`src/rtl/unified_mem_arbiter_if.sv`:
```
`default_nettype none
// ============================================================================
//  Module      : unified_mem_arbiter_if
//  Description : Bundles the fetch port, the data port and the unified memory
//                command/response bus that surround unified_mem_arbiter.
//                slave  - the arbiter's view (drives grants, responses, mem_*)
//                master - the environment's view (requesters + memory)
//  Signals     : if_req/if_addr/if_gnt/if_rvalid/if_rdata   fetch port
//                dm_req/dm_we/dm_funct3/dm_addr/dm_wdata/
//                dm_gnt/dm_rvalid/dm_rdata                  data port
//                mem_re/mem_we/mem_funct3/mem_addr/
//                mem_wdata/mem_rdata                        memory bus
//                busy                                       arbiter not idle
//  Revision    : 1.0  initial release
// ============================================================================
interface unified_mem_arbiter_if;
   logic        if_req;
   logic [7:0]  if_addr;
   logic        if_gnt;
   logic        if_rvalid;
   logic [31:0] if_rdata;

   logic        dm_req;
   logic        dm_we;
   logic [2:0]  dm_funct3;
   logic [7:0]  dm_addr;
   logic [31:0] dm_wdata;
   logic        dm_gnt;
   logic        dm_rvalid;
   logic [31:0] dm_rdata;

   logic        mem_re;
   logic        mem_we;
   logic [2:0]  mem_funct3;
   logic [7:0]  mem_addr;
   logic [31:0] mem_wdata;
   logic [31:0] mem_rdata;

   logic        busy;

   modport slave (
      input  if_req, if_addr, dm_req, dm_we, dm_funct3, dm_addr, dm_wdata, mem_rdata,
      output if_gnt, if_rvalid, if_rdata, dm_gnt, dm_rvalid, dm_rdata,
             mem_re, mem_we, mem_funct3, mem_addr, mem_wdata, busy
   );

   modport master (
      output if_req, if_addr, dm_req, dm_we, dm_funct3, dm_addr, dm_wdata, mem_rdata,
      input  if_gnt, if_rvalid, if_rdata, dm_gnt, dm_rvalid, dm_rdata,
             mem_re, mem_we, mem_funct3, mem_addr, mem_wdata, busy
   );
endinterface
`default_nettype wire

```
`src/rtl/unified_mem_arbiter.sv`:
```
`default_nettype none
// ============================================================================
//  Module      : unified_mem_arbiter
//  Description : Shares one single-ported unified memory between instruction
//                fetch and data accesses. One access in flight at a time:
//                IDLE (accept) -> ACCESS (LAT cycles) -> RESP (1 cycle).
//                Data wins ties; after MAX_DATA_STREAK consecutive data
//                grants with fetch waiting, fetch wins the next tie.
//  Ports       : clk, rst (async, active-high)
//                bus  unified_mem_arbiter_if.slave (fetch, data, memory, busy)
//                fetch_wait_cnt, data_gnt_cnt  (only with ARB_PERF_CNT_EN)
//  Options     : `define ARB_PERF_CNT_EN adds the two performance counters
//  Revision    : 1.0  initial release
// ============================================================================
module unified_mem_arbiter #(
   parameter int LAT             = 1,
   parameter int DATA_BASE       = 84,
   parameter int MAX_DATA_STREAK = 2
) (
   input  wire logic             clk,
   input  wire logic             rst,
   unified_mem_arbiter_if.slave  bus
`ifdef ARB_PERF_CNT_EN
   ,
   output logic [31:0]           fetch_wait_cnt,
   output logic [31:0]           data_gnt_cnt
`endif
);

   localparam logic [1:0] S_IDLE   = 2'd0;
   localparam logic [1:0] S_ACCESS = 2'd1;
   localparam logic [1:0] S_RESP   = 2'd2;

   localparam int CNT_W  = (LAT > 1) ? $clog2(LAT) : 1;
   localparam int STRK_W = (MAX_DATA_STREAK > 0) ? $clog2(MAX_DATA_STREAK + 1) : 1;

   localparam logic [CNT_W-1:0]  CNT_INIT  = CNT_W'(LAT - 1);
   localparam logic [STRK_W-1:0] STRK_MAX  = STRK_W'(MAX_DATA_STREAK);
   // Truncation to 8 bits gives the modulo-256 data region offset.
   localparam logic [7:0]        BASE8     = 8'(DATA_BASE);

   logic [1:0]        r_state;
   logic [CNT_W-1:0]  r_cnt;
   logic [STRK_W-1:0] r_streak;
   logic              r_owner_dm;
   logic              r_mem_re;
   logic              r_mem_we;
   logic [2:0]        r_mem_funct3;
   logic [7:0]        r_mem_addr;
   logic [31:0]       r_mem_wdata;
   logic [31:0]       r_if_rdata;
   logic [31:0]       r_dm_rdata;

   logic w_idle;
   logic w_fetch_turn;
   logic w_if_gnt;
   logic w_dm_gnt;

   // Grants are gated by rst so nothing is accepted while reset is held.
   assign w_idle       = (r_state == S_IDLE) && !rst;
   assign w_fetch_turn = (MAX_DATA_STREAK > 0) && (r_streak == STRK_MAX);
   assign w_if_gnt     = w_idle && bus.if_req && (!bus.dm_req || w_fetch_turn);
   assign w_dm_gnt     = w_idle && bus.dm_req && !(bus.if_req && w_fetch_turn);

   assign bus.if_gnt     = w_if_gnt;
   assign bus.dm_gnt     = w_dm_gnt;
   assign bus.if_rvalid  = (r_state == S_RESP) && !r_owner_dm;
   assign bus.dm_rvalid  = (r_state == S_RESP) &&  r_owner_dm;
   assign bus.if_rdata   = r_if_rdata;
   assign bus.dm_rdata   = r_dm_rdata;
   assign bus.mem_re     = r_mem_re;
   assign bus.mem_we     = r_mem_we;
   assign bus.mem_funct3 = r_mem_funct3;
   assign bus.mem_addr   = r_mem_addr;
   assign bus.mem_wdata  = r_mem_wdata;
   assign bus.busy       = (r_state != S_IDLE);

   always_ff @(posedge clk or posedge rst) begin
      if (rst) begin
         r_state      <= S_IDLE;
         r_cnt        <= '0;
         r_owner_dm   <= 1'b0;
         r_mem_re     <= 1'b0;
         r_mem_we     <= 1'b0;
         r_mem_funct3 <= '0;
         r_mem_addr   <= '0;
         r_mem_wdata  <= '0;
         r_if_rdata   <= '0;
         r_dm_rdata   <= '0;
      end else begin
         case (r_state)
            S_IDLE: begin
               if (w_if_gnt) begin
                  r_owner_dm   <= 1'b0;
                  r_mem_re     <= 1'b1;
                  r_mem_we     <= 1'b0;
                  r_mem_funct3 <= 3'b010;
                  r_mem_addr   <= bus.if_addr;
                  r_cnt        <= CNT_INIT;
                  r_state      <= S_ACCESS;
               end else if (w_dm_gnt) begin
                  r_owner_dm   <= 1'b1;
                  r_mem_re     <= !bus.dm_we;
                  r_mem_we     <= bus.dm_we;
                  r_mem_funct3 <= bus.dm_funct3;
                  r_mem_addr   <= bus.dm_addr + BASE8;
                  r_mem_wdata  <= bus.dm_wdata;
                  r_cnt        <= CNT_INIT;
                  r_state      <= S_ACCESS;
               end
            end
            S_ACCESS: begin
               if (r_cnt != '0) begin
                  r_cnt <= r_cnt - CNT_W'(1);
               end else begin
                  // Last command cycle: memory data is valid now.
                  if (r_owner_dm) begin
                     r_dm_rdata <= r_mem_we ? 32'd0 : bus.mem_rdata;
                  end else begin
                     r_if_rdata <= bus.mem_rdata;
                  end
                  r_mem_re <= 1'b0;
                  r_mem_we <= 1'b0;
                  r_state  <= S_RESP;
               end
            end
            S_RESP: begin
               r_state <= S_IDLE;
            end
            default: begin
               r_state <= S_IDLE;
            end
         endcase
      end
   end

   // Streak only evolves while requests are being sampled (IDLE).
   always_ff @(posedge clk or posedge rst) begin
      if (rst) begin
         r_streak <= '0;
      end else if (r_state == S_IDLE) begin
         if (w_if_gnt || !bus.if_req) begin
            r_streak <= '0;
         end else if (w_dm_gnt && (r_streak != STRK_MAX)) begin
            r_streak <= r_streak + STRK_W'(1);
         end
      end
   end

`ifdef ARB_PERF_CNT_EN
   always_ff @(posedge clk or posedge rst) begin
      if (rst) begin
         fetch_wait_cnt <= '0;
         data_gnt_cnt   <= '0;
      end else begin
         if (bus.if_req && !w_if_gnt) begin
            fetch_wait_cnt <= fetch_wait_cnt + 32'd1;
         end
         if (w_dm_gnt) begin
            data_gnt_cnt <= data_gnt_cnt + 32'd1;
         end
      end
   end
`endif

endmodule
`default_nettype wire

```
`src/flat_wrapper.sv`:
```
// flat-port wrapper written by rule: the top's interface ports become plain ports
module unified_mem_arbiter_flat 
#(
   parameter int LAT             = 1,
   parameter int DATA_BASE       = 84,
   parameter int MAX_DATA_STREAK = 2
)
  (clk, rst, bus_if_req, bus_if_addr, bus_dm_req, bus_dm_we, bus_dm_funct3, bus_dm_addr, bus_dm_wdata, bus_mem_rdata, bus_if_gnt, bus_if_rvalid, bus_if_rdata, bus_dm_gnt, bus_dm_rvalid, bus_dm_rdata, bus_mem_re, bus_mem_we, bus_mem_funct3, bus_mem_addr, bus_mem_wdata, bus_busy);
  unified_mem_arbiter_if bus_i ();
  input  wire logic clk;
  input  wire logic rst;
  input wire logic [$bits(bus_i.if_req)-1:0] bus_if_req;
  input wire logic [$bits(bus_i.if_addr)-1:0] bus_if_addr;
  input wire logic [$bits(bus_i.dm_req)-1:0] bus_dm_req;
  input wire logic [$bits(bus_i.dm_we)-1:0] bus_dm_we;
  input wire logic [$bits(bus_i.dm_funct3)-1:0] bus_dm_funct3;
  input wire logic [$bits(bus_i.dm_addr)-1:0] bus_dm_addr;
  input wire logic [$bits(bus_i.dm_wdata)-1:0] bus_dm_wdata;
  input wire logic [$bits(bus_i.mem_rdata)-1:0] bus_mem_rdata;
  output wire logic [$bits(bus_i.if_gnt)-1:0] bus_if_gnt;
  output wire logic [$bits(bus_i.if_rvalid)-1:0] bus_if_rvalid;
  output wire logic [$bits(bus_i.if_rdata)-1:0] bus_if_rdata;
  output wire logic [$bits(bus_i.dm_gnt)-1:0] bus_dm_gnt;
  output wire logic [$bits(bus_i.dm_rvalid)-1:0] bus_dm_rvalid;
  output wire logic [$bits(bus_i.dm_rdata)-1:0] bus_dm_rdata;
  output wire logic [$bits(bus_i.mem_re)-1:0] bus_mem_re;
  output wire logic [$bits(bus_i.mem_we)-1:0] bus_mem_we;
  output wire logic [$bits(bus_i.mem_funct3)-1:0] bus_mem_funct3;
  output wire logic [$bits(bus_i.mem_addr)-1:0] bus_mem_addr;
  output wire logic [$bits(bus_i.mem_wdata)-1:0] bus_mem_wdata;
  output wire logic [$bits(bus_i.busy)-1:0] bus_busy;
  assign bus_i.if_req = bus_if_req;
  assign bus_i.if_addr = bus_if_addr;
  assign bus_i.dm_req = bus_dm_req;
  assign bus_i.dm_we = bus_dm_we;
  assign bus_i.dm_funct3 = bus_dm_funct3;
  assign bus_i.dm_addr = bus_dm_addr;
  assign bus_i.dm_wdata = bus_dm_wdata;
  assign bus_i.mem_rdata = bus_mem_rdata;
  assign bus_if_gnt = bus_i.if_gnt;
  assign bus_if_rvalid = bus_i.if_rvalid;
  assign bus_if_rdata = bus_i.if_rdata;
  assign bus_dm_gnt = bus_i.dm_gnt;
  assign bus_dm_rvalid = bus_i.dm_rvalid;
  assign bus_dm_rdata = bus_i.dm_rdata;
  assign bus_mem_re = bus_i.mem_re;
  assign bus_mem_we = bus_i.mem_we;
  assign bus_mem_funct3 = bus_i.mem_funct3;
  assign bus_mem_addr = bus_i.mem_addr;
  assign bus_mem_wdata = bus_i.mem_wdata;
  assign bus_busy = bus_i.busy;
  unified_mem_arbiter #(.LAT(LAT), .DATA_BASE(DATA_BASE), .MAX_DATA_STREAK(MAX_DATA_STREAK)) u_core (.clk(clk), .rst(rst), .bus(bus_i));
endmodule
```
`config.mk`:
```
export PLATFORM = sky130hd
export DESIGN_NAME = unified_mem_arbiter_flat
export DESIGN_NICKNAME = d
export VERILOG_FILES = /design/src/rtl/unified_mem_arbiter_if.sv /design/src/rtl/unified_mem_arbiter.sv /design/src/flat_wrapper.sv
export SDC_FILE = /design/constraint.sdc
export NUM_CORES = 1
export LEC_CHECK = 0
export CAP_MARGIN = 20
export CORE_ASPECT_RATIO = 0.7
export CORE_MARGIN = 2
export CORE_UTILIZATION = 44
export CTS_BUF_LIST = sky130_fd_sc_hd__clkbuf_8
export CTS_CLUSTER_SIZE = 28
export DETAILED_ROUTE_END_ITERATION = 7
export PLACE_DENSITY = 0.81
export SLEW_MARGIN = 20
export SYNTH_ARGS = -nofsm -noshare
export SYNTH_HDL_FRONTEND = slang
export SYNTH_SLANG_ARGS = --single-unit
```
`constraint.sdc`:
```
create_clock -name clk -period 4.9 [get_ports clk]
set_clock_uncertainty 0.15 [all_clocks]
set_input_delay 0.735 -clock clk [delete_from_list [all_inputs] [get_ports clk]]
set_output_delay 0.735 -clock clk [all_outputs]
set_load 0.03 [all_outputs]
```
==> results of run 1 <==
per-stage QoR:
stage                     std cells  worst slack, ns  area (um2)
after floorplan                 432            0.999        4790
after global placement          748             1.20        6840
after detailed placement        748             1.11        6840
after CTS                       779             1.11        7280
after global routing            779            0.944        7280
final                           779             1.07        7280
power breakdown:
part / switching, mW / leakage (nW) / internal (mW)
Combinational: 1.13 / 1.71 / 0.938
Sequential: 0.225 / 1.40 / 1.29
Clock: 0.377 / 0.223 / 0.587
Total: 1.73 / 3.34 / 2.82
layer usage:
| layer | wire length (um) | global-route usage |
|---|---|---|
| met1 | 5670 | 0.299 |
| met2 | 5660 | 0.333 |
| met3 | 971 | 0.0772 |
| met4 | 141 | 0.0688 |
| met5 | 0 | 0 |
worst min-delay path by stage:
stage,end,cells past startpoint,slack [ns],startpoint
floorplan,u_core.r_streak[1],2,0.30,u_core.r_streak[1]
global placement,u_core.bus.mem_wdata[3],2,0.31,u_core.bus.mem_wdata[3]
detailed placement,u_core.bus.mem_wdata[17],2,0.31,u_core.bus.mem_wdata[17]
CTS,u_core.bus.mem_wdata[12],2,0.33,u_core.bus.mem_wdata[12]
global route,u_core.bus.mem_wdata[2],2,0.34,u_core.bus.mem_wdata[2]
finish,u_core.bus.mem_wdata[17],2,0.32,u_core.bus.mem_wdata[17]
registers in the layout (all words and copies together), names as in the netlist:
name	flops
u_core.r_owner_dm	1
u_core.bus.mem_funct3	3
u_core.bus.mem_wdata	32
u_core.bus.dm_rdata	32
u_core.bus.mem_re	1
u_core.bus.mem_we	1
u_core.r_state	2
u_core.bus.if_rdata	32
u_core.bus.mem_addr	8
u_core.r_streak	2
layout make-up:
cell class	count	area, um2	area share
well taps	132	165	0.0227
repair buffers	205	2040	0.280
clock buffers	20	275	0.0378
clock inverters	11	161	0.0222
inverters	9	38.8	0.00533
multi-input cells	288	1750	0.240
flip-flops and latches	114	2850	0.392
cells in the final DEF (no fill, tap or decap), types with 2 or more instances in the layout:
master           Yosys  final
buf_4                3      4
a22oi_1              2      2
clkdlybuf4s50_1      0    201
inv_1                7      8
bufinv_16            0      4
a21o_1               2      2
nand3_1              2      2
clkinvlp_4           0      2
nand2b_1            33     33
xnor2_1              2      2
nor2_1               5      5
clkinv_2             0      2
nor2b_4              2      2
mux2_4              30     30
mux2_2               2      2
dfrtp_1            114    114
ha_1                 2      2
o21ai_0             37     37
o21ai_1              3      3
a21oi_1              4      4
nand2_1            142    141
a211oi_1             3      3
inv_2                2      2
a222oi_1             3      3
clkbuf_8             0     20
kinds of logic after synthesis:
logic type                 synth area share
DFF                                   0.596
and+or+nand+nor                       0.183
buffers and inverters                0.0397
xor gates and xnor gates            0.00549
muxes                                 0.101
adders and majority gates           0.00523
AOI/OAI and AO/OA                    0.0700
tightest hold or removal path, stage by stage (launching register included):
cell and delay (ns):
dfrtp_1 0.34, nand2_1 0.05, nand2_1 0.05
==> results by group, run 1 <==
Yosys
  • Post-synthesis sequential area ratio: 0.596
  • Synth top area cells: dfrtp_1 (60%), nand2_1 (11%), mux2_4 (9.4%)
  • Ys async rst share: 1.00
  • Cell Area, Synth: 0.00479 mm2
  • Top-count cell post-synth: nand2_1
  • Post-synthesis register bit count: 114
  • Number of flops mapped to enable cells by yosys: 0
  • Primary FF master, synth: dfrtp_1
  • Synth area leader: dfrtp_1
  • Top cell type's share of synthesized area: 0.596
  • Synth cell count leaders: nand2_1 (142), dfrtp_1 (114), o21ai_0 (37)
  • Syn_nets: 522
  • Synth Area per Inst: 11.1 um2
  • Yosys cell types: 38
  • Mapped Cells: 432
  • Synth Warn #: 0

Worst setup path
  • Critical-path top delay cell: clkdlybuf4s50_1
  • Crit-path leading delay family: buffers and inverters
  • Crit path to: bus_dm_gnt
  • FF-to-FF setup slack: 2.43 ns
  • RR Endpoint: u_core.bus.mem_we
  • Worst Path Arrival: 2.95 ns
  • Most common cell on crit path: clkdlybuf4s50_1
  • Levels on crit path: 5
  • Worst EP required: 4.01 ns
  • CP cell instances: clkdlybuf4s50_1, nor3_4, nand3_4, inv_2, clkdlybuf4s50_1
  • CP max FO: 42
  • Critical setup path kind: in2out
  • CP max stage delay: 0.69 ns
  • R2R Path Start: u_core.r_state[1]
  • Startpoint types: input pin
  • Buf/Inv on CP: 3
  • R2r worst-path depth: 6
  • Worst Setup End Kind: primary output
  • Worst Setup SP: rst

Final layout
  • Synthesis-to-layout area growth: 52.1%
  • Final #Nets: 725
  • Final Util: 0.695
  • Share of layout cells above drive strength 1: 0.117
  • Diode count: 0
  • Fill cells: 752

Timing
  • Min Hold Slack: 0.322 ns
  • Final hold vios: 0
  • Fmax: 0.261 GHz
  • Final worst-path cycle share: 0.782
  • Unrepaired setup endpoints after global routing: false
  • Endpoints failing setup: 0
  • Least-Margin Pin Slew: 0.977 ns
  • Min Tclk post-route: 3.83 ns
  • Rel. slew slack: 0.349
  • Setup TNS Final: 0 ns
  • Max-slew violations: 0

Job
  • Max Cap Viol: 0

Routing
  • Post-Route WL: 12.4 mm
  • DR iter-0 viols: 198
  • Avg Vias per Cell: 4.94
  • Vias after detailed routing: 3849
  • Drt pass-1 iters: 4
  • Wirelength per Cell: 16.0 um
  • # DRC: 0
  • ANT nets after route: 0

Floorplan
  • Cell Rows: 31
  • Die area: 0.0117 mm2
  • Top Ports: 202
  • Core Box Area: 0.0105 mm2
  • DIE WIDTH: 129 um
  • Die height: 91.3 um
  • Initial core utilization: 0.457

Clocking
  • Worst-path clk slew: 0.07 ns
  • H-tree depth: 4
  • Inserted Clock Buffers: 17
  • CTS tree: done
  • Post_cts resized: 0
  • Root buf cell: clkbuf_8
  • Sink Count: 114
  • Setup Buffers After CTS: 0
  • Clock insertion delay at the later pin of the skew report: 0.43 ns
  • CTS Hold Bufs: 0
  • Clock buffer depth: 2

Global routing
  • Initial antenna violation count: 0
  • Vias in the first global route: 3845
  • Largest net degree at the start of global routing: 86
  • Grt ovf: 0
  • First-pass GRT wire length: 20.1 mm
  • Global-route usage over all layers: 0.220

Power and ir drop
  • Peak VDD IR: 0.000313 V
  • Pwr Density: 625 mW/mm2
  • Power Total: 4.55 mW
  • Leakage: 3.34 nW

Outcome
  • Outcome: completed

Placement
  • Detail Placement HPWL: 8.82 mm
  • GP Congestion: 0.833
  • PortBufs: 201

Worst hold path
  • Hold Crit Class: reg2reg
(Power assumes the default switching activity.)
==> inputs of run 2 (changes only) <==
--- a/config.mk
+++ b/config.mk
@@ -8,11 +8,11 @@
 export CAP_MARGIN = 20
 export CORE_ASPECT_RATIO = 0.7
 export CORE_MARGIN = 2
-export CORE_UTILIZATION = 44
+export CORE_UTILIZATION = 40
 export CTS_BUF_LIST = sky130_fd_sc_hd__clkbuf_8
 export CTS_CLUSTER_SIZE = 28
 export DETAILED_ROUTE_END_ITERATION = 7
-export PLACE_DENSITY = 0.81
+export PLACE_DENSITY = 0.78
 export SLEW_MARGIN = 20
 export SYNTH_ARGS = -nofsm -noshare
 export SYNTH_HDL_FRONTEND = slang
==> constraint.sdc (replaced) <==
create_clock -name clk -period 3.21 [get_ports clk]
set_clock_uncertainty 0.15 [all_clocks]
set_input_delay 0.4815 -clock clk [delete_from_list [all_inputs] [get_ports clk]]
set_output_delay 0.4815 -clock clk [all_outputs]
set_load 0.03 [all_outputs]
==> run 2 against run 1 <==
Wire length rose by 3.3%. Worst hold slack improved by 0.0021 ns. Sequential share of layout area rose by 0.088 points. Core utilization is 7.4 points lower. Via count fell by 1.4%. Sequential cell count unchanged. Critical path type unchanged.
==> results by group, run 2 (synthesized netlist as in run 1, its figures left out) <==
Worst setup path
  • CP cell instances: clkdlybuf4s50_1, nor3_4, nand3_2, inv_2, buf_4 (was clkdlybuf4s50_1, nor3_4, nand3_4, inv_2, clkdlybuf4s50_1)
  • CP max stage delay: 0.53 ns (was 0.69 ns)
  • Critical setup path kind: in2out (unchanged)
  • Worst EP required: 2.58 ns (was 4.01 ns)
  • Worst Path Arrival: 2.00 ns (was 2.95 ns)
  • Crit-path leading delay family: buffers and inverters (unchanged)
  • Startpoint types: input pin (unchanged)
  • Worst Setup End Kind: primary output (unchanged)
  • Buf/Inv on CP: 3 (unchanged)
  • CP max FO: 9 (was 42)
  • Critical-path top delay cell: clkdlybuf4s50_1 (unchanged)

Timing
  • Fmax: 0.380 GHz
  • Unrepaired setup endpoints after global routing: false (unchanged)
  • Min Tclk post-route: 2.63 ns
  • Final worst-path cycle share: 0.820
  • Rel. slew slack: 0.331 (was 0.349)
  • Least-Margin Pin Slew: 1.00 ns (was 0.977 ns)
  • Endpoints failing setup: 0 (unchanged)
  • Setup TNS Final: 0 ns (unchanged)
  • Min Hold Slack: 0.325 ns (was 0.322 ns)
  • Final hold vios: 0 (unchanged)
  • Max-slew violations: 0 (unchanged)

Placement
  • Area post-placement: 0.00689 mm2 (was 0.00684 mm2)
  • PortBufs: 201 (unchanged)
  • GP Congestion: 0.764 (was 0.833)
  • Detail Placement HPWL: 9.13 mm (was 8.82 mm)

Worst hold path
  • Hold Crit Class: reg2reg (unchanged)

Routing
  • Vias after detailed routing: 3797 (was 3849)
  • Avg Vias per Cell: 4.72 (was 4.94)
  • Drt pass-1 iters: 4 (unchanged)
  • DR iter-0 viols: 182 (was 198)
  • ANT nets after route: 0 (unchanged)
  • Post-Route WL: 12.9 mm (was 12.4 mm)
  • Wirelength per Cell: 16.0 um (about the same)
  • # DRC: 0 (unchanged)

Floorplan
  • Die area: 0.0129 mm2 (was 0.0117 mm2)
  • Initial core utilization: 0.410 (was 0.457)
  • Core Box Area: 0.0117 mm2 (was 0.0105 mm2)
  • Cell Rows: 33 (was 31)
  • Top Ports: 202 (unchanged)
  • Die height: 95.5 um (was 91.3 um)
  • DIE WIDTH: 135 um (was 129 um)

Global routing
  • Vias in the first global route: 3827 (was 3845)
  • Initial antenna violation count: 0 (unchanged)
  • First-pass GRT wire length: 20.3 mm (was 20.1 mm)
  • Grt ovf: 0 (unchanged)
  • Global-route usage over all layers: 0.208 (was 0.220)
  • Largest net degree at the start of global routing: 115 (was 86)

Final layout
  • Share of layout cells above drive strength 1: 0.124 (was 0.117)
  • Synthesis-to-layout area growth: 51.8% (was 52.1%)
  • Diode count: 0 (unchanged)
  • Final #Nets: 726 (was 725)
  • Final instance area: 0.00727 mm2 (was 0.00728 mm2)
  • Fill cells: 978 (was 752)
  • Most frequent cells in the layout: clkdlybuf4s50_1 (199), nand2_1 (141), dfrtp_1 (114), o21ai_0 (37), nand2b_1 (33) (was clkdlybuf4s50_1 (201), nand2_1 (141), dfrtp_1 (114), o21ai_0 (37), nand2b_1 (33))
  • Commonest non-fill, non-tap cell in the layout: clkdlybuf4s50_1 (unchanged)

Clocking
  • Root buf cell: clkbuf_8 (unchanged)
  • Worst-path clk slew: 0.07 ns (about the same)
  • Clock buffer depth: 2 (unchanged)
  • Clock insertion delay at the later pin of the skew report: 0.42 ns (was 0.43 ns)
  • CTS Hold Bufs: 0 (unchanged)
  • Setup Buffers After CTS: 0 (unchanged)
  • Inserted Clock Buffers: 17 (unchanged)
  • Sink Count: 114 (unchanged)
  • H-tree depth: 4 (unchanged)
  • CTS tree: done (unchanged)
  • Post_cts resized: 0 (unchanged)

Outcome
  • Outcome: completed (unchanged)

Power and ir drop
  • Leakage: 3.32 nW (was 3.34 nW)
  • Peak VDD IR: 0.000513 V (was 0.000313 V)
  • Pwr Density: 931 mW/mm2 (was 625 mW/mm2)

Job
  • Max Cap Viol: 0 (unchanged)
## run 2: stage by stage
step,power [mW],util,setup slack [ns],instances
global placement,5.44,0.590,0.623,774
detailed placement,5.52,0.590,0.579,774
CTS,6.84,0.622,0.569,804
finish,6.76,0.622,0.577,804
global route,7.12,0.622,0.417,804
floorplan,4.08,-,1.19,432
## run 2: path summary, 6_finish.rpt
path | end | start | slack, ns | cells after the start
max in group asynchronous | u_core.bus.if_rdata[22] | rst | 1.91 | 3
hold reg to reg | u_core.bus.mem_wdata[10] | u_core.bus.mem_wdata[10] | 0.32 | 2
hold / removal | u_core.bus.mem_wdata[10] | u_core.bus.mem_wdata[10] | 0.32 | 2
setup / recovery | bus_if_gnt | rst | 0.58 | 5
setup reg to reg | u_core.bus.if_rdata[26] | u_core.r_state[0] | 1.17 | 4
min in group asynchronous | u_core.bus.dm_rdata[25] | rst | 0.58 | 3
## run 2: final cells by class
cell class                 instances  area [um2]  share of cell area
multi-input combinational        288        1750               0.241
clock inverter                    11         114              0.0157
inverter                           9        37.5             0.00517
clock buffer                      19         262              0.0360
sequential                       114        2850               0.393
tap                              157         196              0.0270
timing repair buffer             206        2060               0.283
## run 2: where the power goes
group / internal, mW / switching [mW]
Sequential: 1.98 / 0.320
Combinational: 1.44 / 1.74
Clock: 0.714 / 0.579
## run 2: worst reg2reg max path: stages, from the launching register on
cell and delay [ns]:
dfrtp_1 0.49, nor2b_4 0.22, nor2b_4 0.14, buf_4 0.50, mux2_2 0.42
## run 2: per-layer routing
layer | GRT usage | vias to the layer above | part of all wire
met4 | 0.0825 | 0 | 0.011
li1 | - | 1819 | -
met3 | 0.0861 | 14 | 0.093
met1 | 0.263 | 1822 | 0.43
met5 | 0 | - | 0
met2 | 0.320 | 142 | 0.46
==> inputs of run 3 (changes only) <==
--- a/config.mk
+++ b/config.mk
@@ -8,11 +8,11 @@
 export CAP_MARGIN = 20
 export CORE_ASPECT_RATIO = 0.7
 export CORE_MARGIN = 2
-export CORE_UTILIZATION = 40
+export CORE_UTILIZATION = 44
 export CTS_BUF_LIST = sky130_fd_sc_hd__clkbuf_8
 export CTS_CLUSTER_SIZE = 28
 export DETAILED_ROUTE_END_ITERATION = 7
-export PLACE_DENSITY = 0.78
+export PLACE_DENSITY = 0.81
 export SLEW_MARGIN = 20
 export SYNTH_ARGS = -nofsm -noshare
 export SYNTH_HDL_FRONTEND = slang
==> constraint.sdc (replaced) <==
create_clock -name clk -period 2.5 [get_ports clk]
set_clock_uncertainty 0.15 [all_clocks]
set_input_delay 0.375 -clock clk [delete_from_list [all_inputs] [get_ports clk]]
set_output_delay 0.375 -clock clk [all_outputs]
set_load 0.03 [all_outputs]
==> run 3 against run 2 <==
Sequential cell count stayed put. Critical path depth is 3 lower. Sequential power is 28% higher. Clock power is 44% higher. Design area is 1.5% higher. Via count is 2.2% higher. Non-clock buffer count is 6 higher. Sequential share of layout area is 0.60 points lower. Critical path type is now reg2out. Largest power group unchanged. Highest routed layer unchanged.
==> results by group, run 3 (synthesized netlist as in run 1, its figures left out) <==
Final layout
  • Final instance area: 0.00738 mm2 (was 0.00727 mm2)
  • Commonest non-fill, non-tap cell in the layout: clkdlybuf4s50_1 (unchanged)
  • Layout Cells excl Fill: 787 (was 804)
  • Most frequent cells in the layout: clkdlybuf4s50_1 (198), nand2_1 (141), dfrtp_1 (114), o21ai_0 (37), nand2b_1 (33) (was clkdlybuf4s50_1 (199), nand2_1 (141), dfrtp_1 (114), o21ai_0 (37), nand2b_1 (33))
  • Share of layout cells above drive strength 1: 0.131 (was 0.124)
  • Fill cells: 775 (was 978)
  • Diode count: 0 (unchanged)
  • Final #Nets: 732 (was 726)
  • Synthesis-to-layout area growth: 54.1% (was 51.8%)
  • FF+latch area: 0.00285 mm2 (unchanged)
  • Area of the multi-input gates: 0.00175 mm2 (unchanged)

Timing
  • Unrepaired setup endpoints after global routing: false (unchanged)
  • Fmax: 0.420 GHz
  • Min Hold Slack: 0.326 ns (was 0.325 ns)
  • Least-Margin Pin Slew: 0.576 ns (was 1.00 ns)
  • Rel. slew slack: 0.614 (was 0.331)
  • Setup TNS Final: 0 ns (unchanged)
  • Endpoints failing setup: 0 (unchanged)
  • Max-slew violations: 0 (unchanged)
  • Final worst-path cycle share: 0.952
  • Min Tclk post-route: 2.38 ns
  • Final hold vios: 0 (unchanged)

Power and ir drop
  • Logic pwr share: 0.461 (was 0.469)
  • Peak VDD IR: 0.000806 V (was 0.000513 V)
  • Sequential share of power: 0.331 (was 0.339)
  • Cell Int Power: 5.51 mW (was 4.13 mW)
  • Switching share of power: 0.382 (was 0.390)
  • Clock power frac: 0.208 (was 0.191)
  • Power Total: 8.92 mW (was 6.76 mW)
  • Sw power: 3.41 mW (was 2.64 mW)
  • Leakage: 3.41 nW (was 3.32 nW)
  • Pwr Density: 1210 mW/mm2 (was 931 mW/mm2)

Worst setup path
  • CP max stage delay: 0.61 ns (was 0.53 ns)
  • Worst Setup End Kind: primary output (unchanged)
  • Buf/Inv on CP: 1 (was 3)
  • CP cell instances: or2_2, clkdlybuf4s50_1 (was clkdlybuf4s50_1, nor3_4, nand3_2, inv_2, buf_4)
  • Critical-path top delay cell: clkdlybuf4s50_1 (unchanged)
  • Worst Path Arrival: 1.86 ns (was 2.00 ns)
  • Crit-path leading delay family: buffers and inverters (unchanged)
  • CP max FO: 7 (was 9)
  • Critical setup path kind: reg2out (was in2out)
  • Worst EP required: 1.98 ns (was 2.58 ns)
  • Startpoint types: register (was input pin)

Global routing
  • Global-route usage over all layers: 0.231 (was 0.208)
  • First-pass GRT wire length: 21.0 mm (was 20.3 mm)
  • Initial antenna violation count: 0 (unchanged)
  • Largest net degree at the start of global routing: 49 (was 115)
  • Grt ovf: 0 (unchanged)
  • Vias in the first global route: 4071 (was 3827)

Placement
  • DP Cell Count: 753 (was 774)
  • Detail Placement HPWL: 9.09 mm (was 9.13 mm)
  • PortBufs: 201 (unchanged)
  • GP Congestion: 0.760 (was 0.764)
  • Area post-placement: 0.00693 mm2 (was 0.00689 mm2)

Routing
  • DR WL met2: 6.14 mm (was 5.97 mm)
  • Drt pass-1 iters: 4 (unchanged)
  • Metal-1 WL: 5.62 mm (was 5.55 mm)
  • Routed wl met3: 1.02 mm (was 1.19 mm)
  • # DRC: 0 (unchanged)
  • Wirelength per Cell: 16.4 um (was 16.0 um)
  • ANT nets after route: 0 (unchanged)
  • DR iter-0 viols: 221 (was 182)
  • Post-Route WL: 12.9 mm (about the same)
  • DR top layer: met4 (unchanged)
  • Vias after detailed routing: 3879 (was 3797)
  • Avg Vias per Cell: 4.93 (was 4.72)

Clocking
  • Sink Count: 114 (unchanged)
  • Inserted Clock Buffers: 17 (unchanged)
  • Clock buffer depth: 2 (unchanged)
  • CTS tree: done (unchanged)
  • Worst-path clk slew: 0.07 ns (about the same)
  • H-tree depth: 4 (unchanged)
  • Root buf cell: clkbuf_8 (unchanged)
  • Clock insertion delay at the later pin of the skew report: 0.41 ns (was 0.42 ns)

Job
  • Max Cap Viol: 0 (unchanged)

Floorplan
  • Initial core utilization: 0.457 (was 0.410)
  • DIE WIDTH: 129 um (was 135 um)
  • Die area: 0.0117 mm2 (was 0.0129 mm2)
  • Cell Rows: 31 (was 33)
  • Die height: 91.3 um (was 95.5 um)
  • Core Box Area: 0.0105 mm2 (was 0.0117 mm2)
  • Top Ports: 202 (unchanged)

Worst hold path
  • Hold Crit Class: reg2reg (unchanged)

Outcome
  • Outcome: completed (unchanged)
## run 3: area by class of cell
type,count,area share
well taps,132,0.0224
inverters,9,0.00509
clock inverters,10,0.0178
repair buffers,212,0.290
clock buffers,22,0.0410
multi-input cells,288,0.237
flip-flops and latches,114,0.387
## run 3: through the flow
step,setup slack (ns),utilization
4_1_cts,0.0143,0.703
6_report,0.120,0.705
5_1_grt,0.0385,0.705
2_1_floorplan,0.590,-
3_3_place_gp,0.178,0.662
3_5_place_dp,0.132,0.662
## run 3: tightest hold or removal path, cell delays in order, from the launching register on
cell and delay [ns]:
dfrtp_1 0.34, nand2_1 0.05, nand2_1 0.05
## run 3: timing repair
item | in CTS | in global routing
resized for setup | 0 | 1
buffers inserted | 0 | 2
endpoints found under the setup margin | 0 | 2
hold buffers | 0 | 0
## run 3: power by group through the flow
stage,Sequential [mW],Combinational (mW),Clock (mW)
after floorplan,4.31,0.938,0
after global placement,2.93,4.07,0
after detailed placement,2.97,4.11,0
after CTS,2.96,4.14,1.90
after global routing,3.04,4.35,1.99
final,2.95,4.11,1.86
## run 3: path summary, 6_finish.rpt
check,startpoint,depth (start not counted),endpoint,slack (ns)
worst min-delay path,u_core.bus.mem_wdata[6],2,u_core.bus.mem_wdata[6],0.33
min in group asynchronous,rst,2,u_core.r_streak[1],0.35
worst max register to register,u_core.r_streak[0],7,u_core.bus.mem_re,0.62
worst min register to register,u_core.bus.mem_wdata[6],2,u_core.bus.mem_wdata[6],0.33
max in group asynchronous,rst,3,u_core.bus.dm_rdata[31],1.24
worst max-delay path,u_core.r_state[1],2,bus_busy,0.12
## run 3: per-layer routing
| layer | up-vias | GRT usage |
|---|---|---|
| met2 | 142 | 0.368 |
| met5 | - | 0 |
| met4 | 0 | 0.0861 |
| li1 | 1829 | - |
| met1 | 1894 | 0.290 |
| met3 | 14 | 0.0854 |
==> patch: new RTL, flow settings as in run 2 <==
`LAT` is set to 1 in 2 places; all go to 2. Comments in the files are not updated.
--- a/src/rtl/unified_mem_arbiter.sv
+++ b/src/rtl/unified_mem_arbiter.sv
@@ -14,5 +14,5 @@
 // ============================================================================
 module unified_mem_arbiter #(
-   parameter int LAT             = 1,
+   parameter int LAT             = 2,
    parameter int DATA_BASE       = 84,
    parameter int MAX_DATA_STREAK = 2
--- a/src/flat_wrapper.sv
+++ b/src/flat_wrapper.sv
@@ -2,5 +2,5 @@
 module unified_mem_arbiter_flat 
 #(
-   parameter int LAT             = 1,
+   parameter int LAT             = 2,
    parameter int DATA_BASE       = 84,
    parameter int MAX_DATA_STREAK = 2
Behaviour: not the same (Yosys sat finds a counterexample within 4 cycles, from zero or initial values and one cycle with rst high).
==> patch against run 2 <==
Power up 18%. Sequential share of layout area up 0.73 points. Hold slack worse by 0.0011 ns. Routed wire length down 4.3%. Synthesized cell count up 1.4%. Via count up 0.16%. Sequential cell count up 1. Setup slack worse by 0.13 ns. Synthesized area down 2.6%. Design area down 0.96%. Critical endpoint unchanged. Largest power group unchanged.
==> patch: results (changes against run 2) <==
[clock_tree]
clk_latency_ns = 0.40  ; was 0.42 ns
cts_root_buf = clkbuf_8  ; unchanged

[placement]
port_buffers = 201  ; unchanged
place_area_um2 = 6840  ; was 6890 µm²
place_hpwl_um = 8920  ; was 9130 µm
place_congestion = 0.797  ; was 0.764
place_ws_ns = 0.458  ; was 0.579 ns
placed_cells = 779  ; was 774

[finish]
final.fill_count = 876  ; was 978
drive_gt1_share_pct = 7.47  ; was 12.4%
final_nets = 735  ; was 726

[global_route]
gr-usage-all-layers_pct = 20.3  ; was 20.8%
grt_start_max_net_pins = 65  ; was 115
grt_first_pass_wirelength_um = 19700  ; was 20300 µm
antenna_found_initial = 0  ; unchanged

[drt]
wl_met2_um = 5660  ; was 5970 µm
drt-initial-drc-count = 121  ; was 182
wl_per_cell_um = 15.2  ; was 16.0 µm
met1_length_um = 5360  ; was 5550 µm
via_count = 3803  ; was 3797
met3WireLength_um = 1190  ; about the same
viasPerCell = 4.70  ; was 4.72
firstDrtPassIters = 4  ; unchanged
highest_layer = met4  ; unchanged

[timing]
setup_ws_ns = 0.447  ; was 0.577 ns
finalMaxSlewViolations = 0  ; unchanged
tightestPinTransition_ns = 0.700  ; was 1.00 ns

[synthesis]
synth.area.top_cells = dfrtp_1 62%, nand2_1 12%, mux2_1 7.7%, nand2b_1 4.4%, o21ai_1 3.6%  ; was dfrtp_1 60%, nand2_1 11%, mux2_4 9.4%, nand2b_1 4.3%, o21ai_0 3.9%
synth_commonest_cells = 149 x nand2_1, 115 x dfrtp_1, 34 x o21ai_1  ; was 142 x nand2_1, 114 x dfrtp_1, 37 x o21ai_0
yosysSeqAreaShare_pct = 61.7  ; was 59.6%
yosysWarnings = 0  ; unchanged
synth.distinct_cells = 38  ; unchanged
syn_nets = 528  ; was 522
syn_area_per_cell_um2 = 10.7  ; was 11.1 µm²

[min_path]
hp-class = flip-flop to flip-flop  ; unchanged

[worst_setup_path]
worstPathArrival_ns = 2.13  ; was 2.00 ns
startpoint = rst  ; unchanged
timing.rr.end = u_core.bus.if_rdata[16]  ; was u_core.bus.if_rdata[26]
reg2regPathDepth = 4  ; unchanged
reg2reg_from = u_core.r_state[0]  ; unchanged
critPathMaxFanout = 8  ; was 9
slowest_delay_ns = 0.69  ; was 0.53 ns
r2r_slack_ns = 1.11  ; was 1.17 ns

[power_and_ir_drop]
p_per_area_nw_per_um2 = 1110  ; was 931 nW/µm²
p_leak_nw = 3.27  ; was 3.32 nW
peakVddDrop_mv = 0.616  ; was 0.513 mV

[status]
status = finished, final reports clean  ; unchanged

## patch: per-layer routing
metal	global-route usage [%]	vias up
li1	-	1841
met1	25.8	1804
met5	0	-
met2	32.6	145
met3	8.70	13
met4	4.84	0
## patch: final cells by class
class,instances,share of cell area (%)
Clock buffer,20,3.82
Clock inverter,10,1.20
Inverter,8,0.469
Multi-Input combinational cell,295,22.9
Sequential cell,115,40.0
Tap cell,153,2.66
Timing Repair Buffer,208,29.0
## patch: cell families after synthesis
kind of cell	after synthesis	synth area share, %
AND/OR/NAND/NOR	201	19.5
flip-flops	115	61.7
AO/OA/AOI/OAI	57	6.92
multiplexers	32	7.72
buffers and inverters	28	3.06
XOR/XNOR	3	0.563
adder cells (fa/ha/maj)	2	0.536
## patch: how the worst min path moves through the flow
| stage | start | slack, ns | end |
|---|---|---|---|
| after floorplan | u_core.r_streak[1] | 0.30 | u_core.r_streak[1] |
| after global placement | u_core.bus.mem_wdata[30] | 0.31 | u_core.bus.mem_wdata[30] |
| after detailed placement | u_core.bus.mem_wdata[27] | 0.31 | u_core.bus.mem_wdata[27] |
| after CTS | u_core.bus.mem_wdata[27] | 0.33 | u_core.bus.mem_wdata[27] |
| after global routing | u_core.bus.mem_wdata[11] | 0.34 | u_core.bus.mem_wdata[11] |
| final | u_core.bus.mem_wdata[27] | 0.32 | u_core.bus.mem_wdata[27] |
## patch: worst register-to-register path: cells and delay by family, from the launching register on
family / cells / cell delay, ns
and+or+nand+nor: 2 / 0.92
DFF: 1 / 0.45
muxes: 1 / 0.40
buffers and inverters: 1 / 0.06
## patch: power breakdown
part	switching [mW]	leakage, nW	internal [mW]
registers	0.412	1.41	2.16
logic	2.43	1.68	1.74
clock network	0.558	0.176	0.657
total	3.40	3.27	4.56
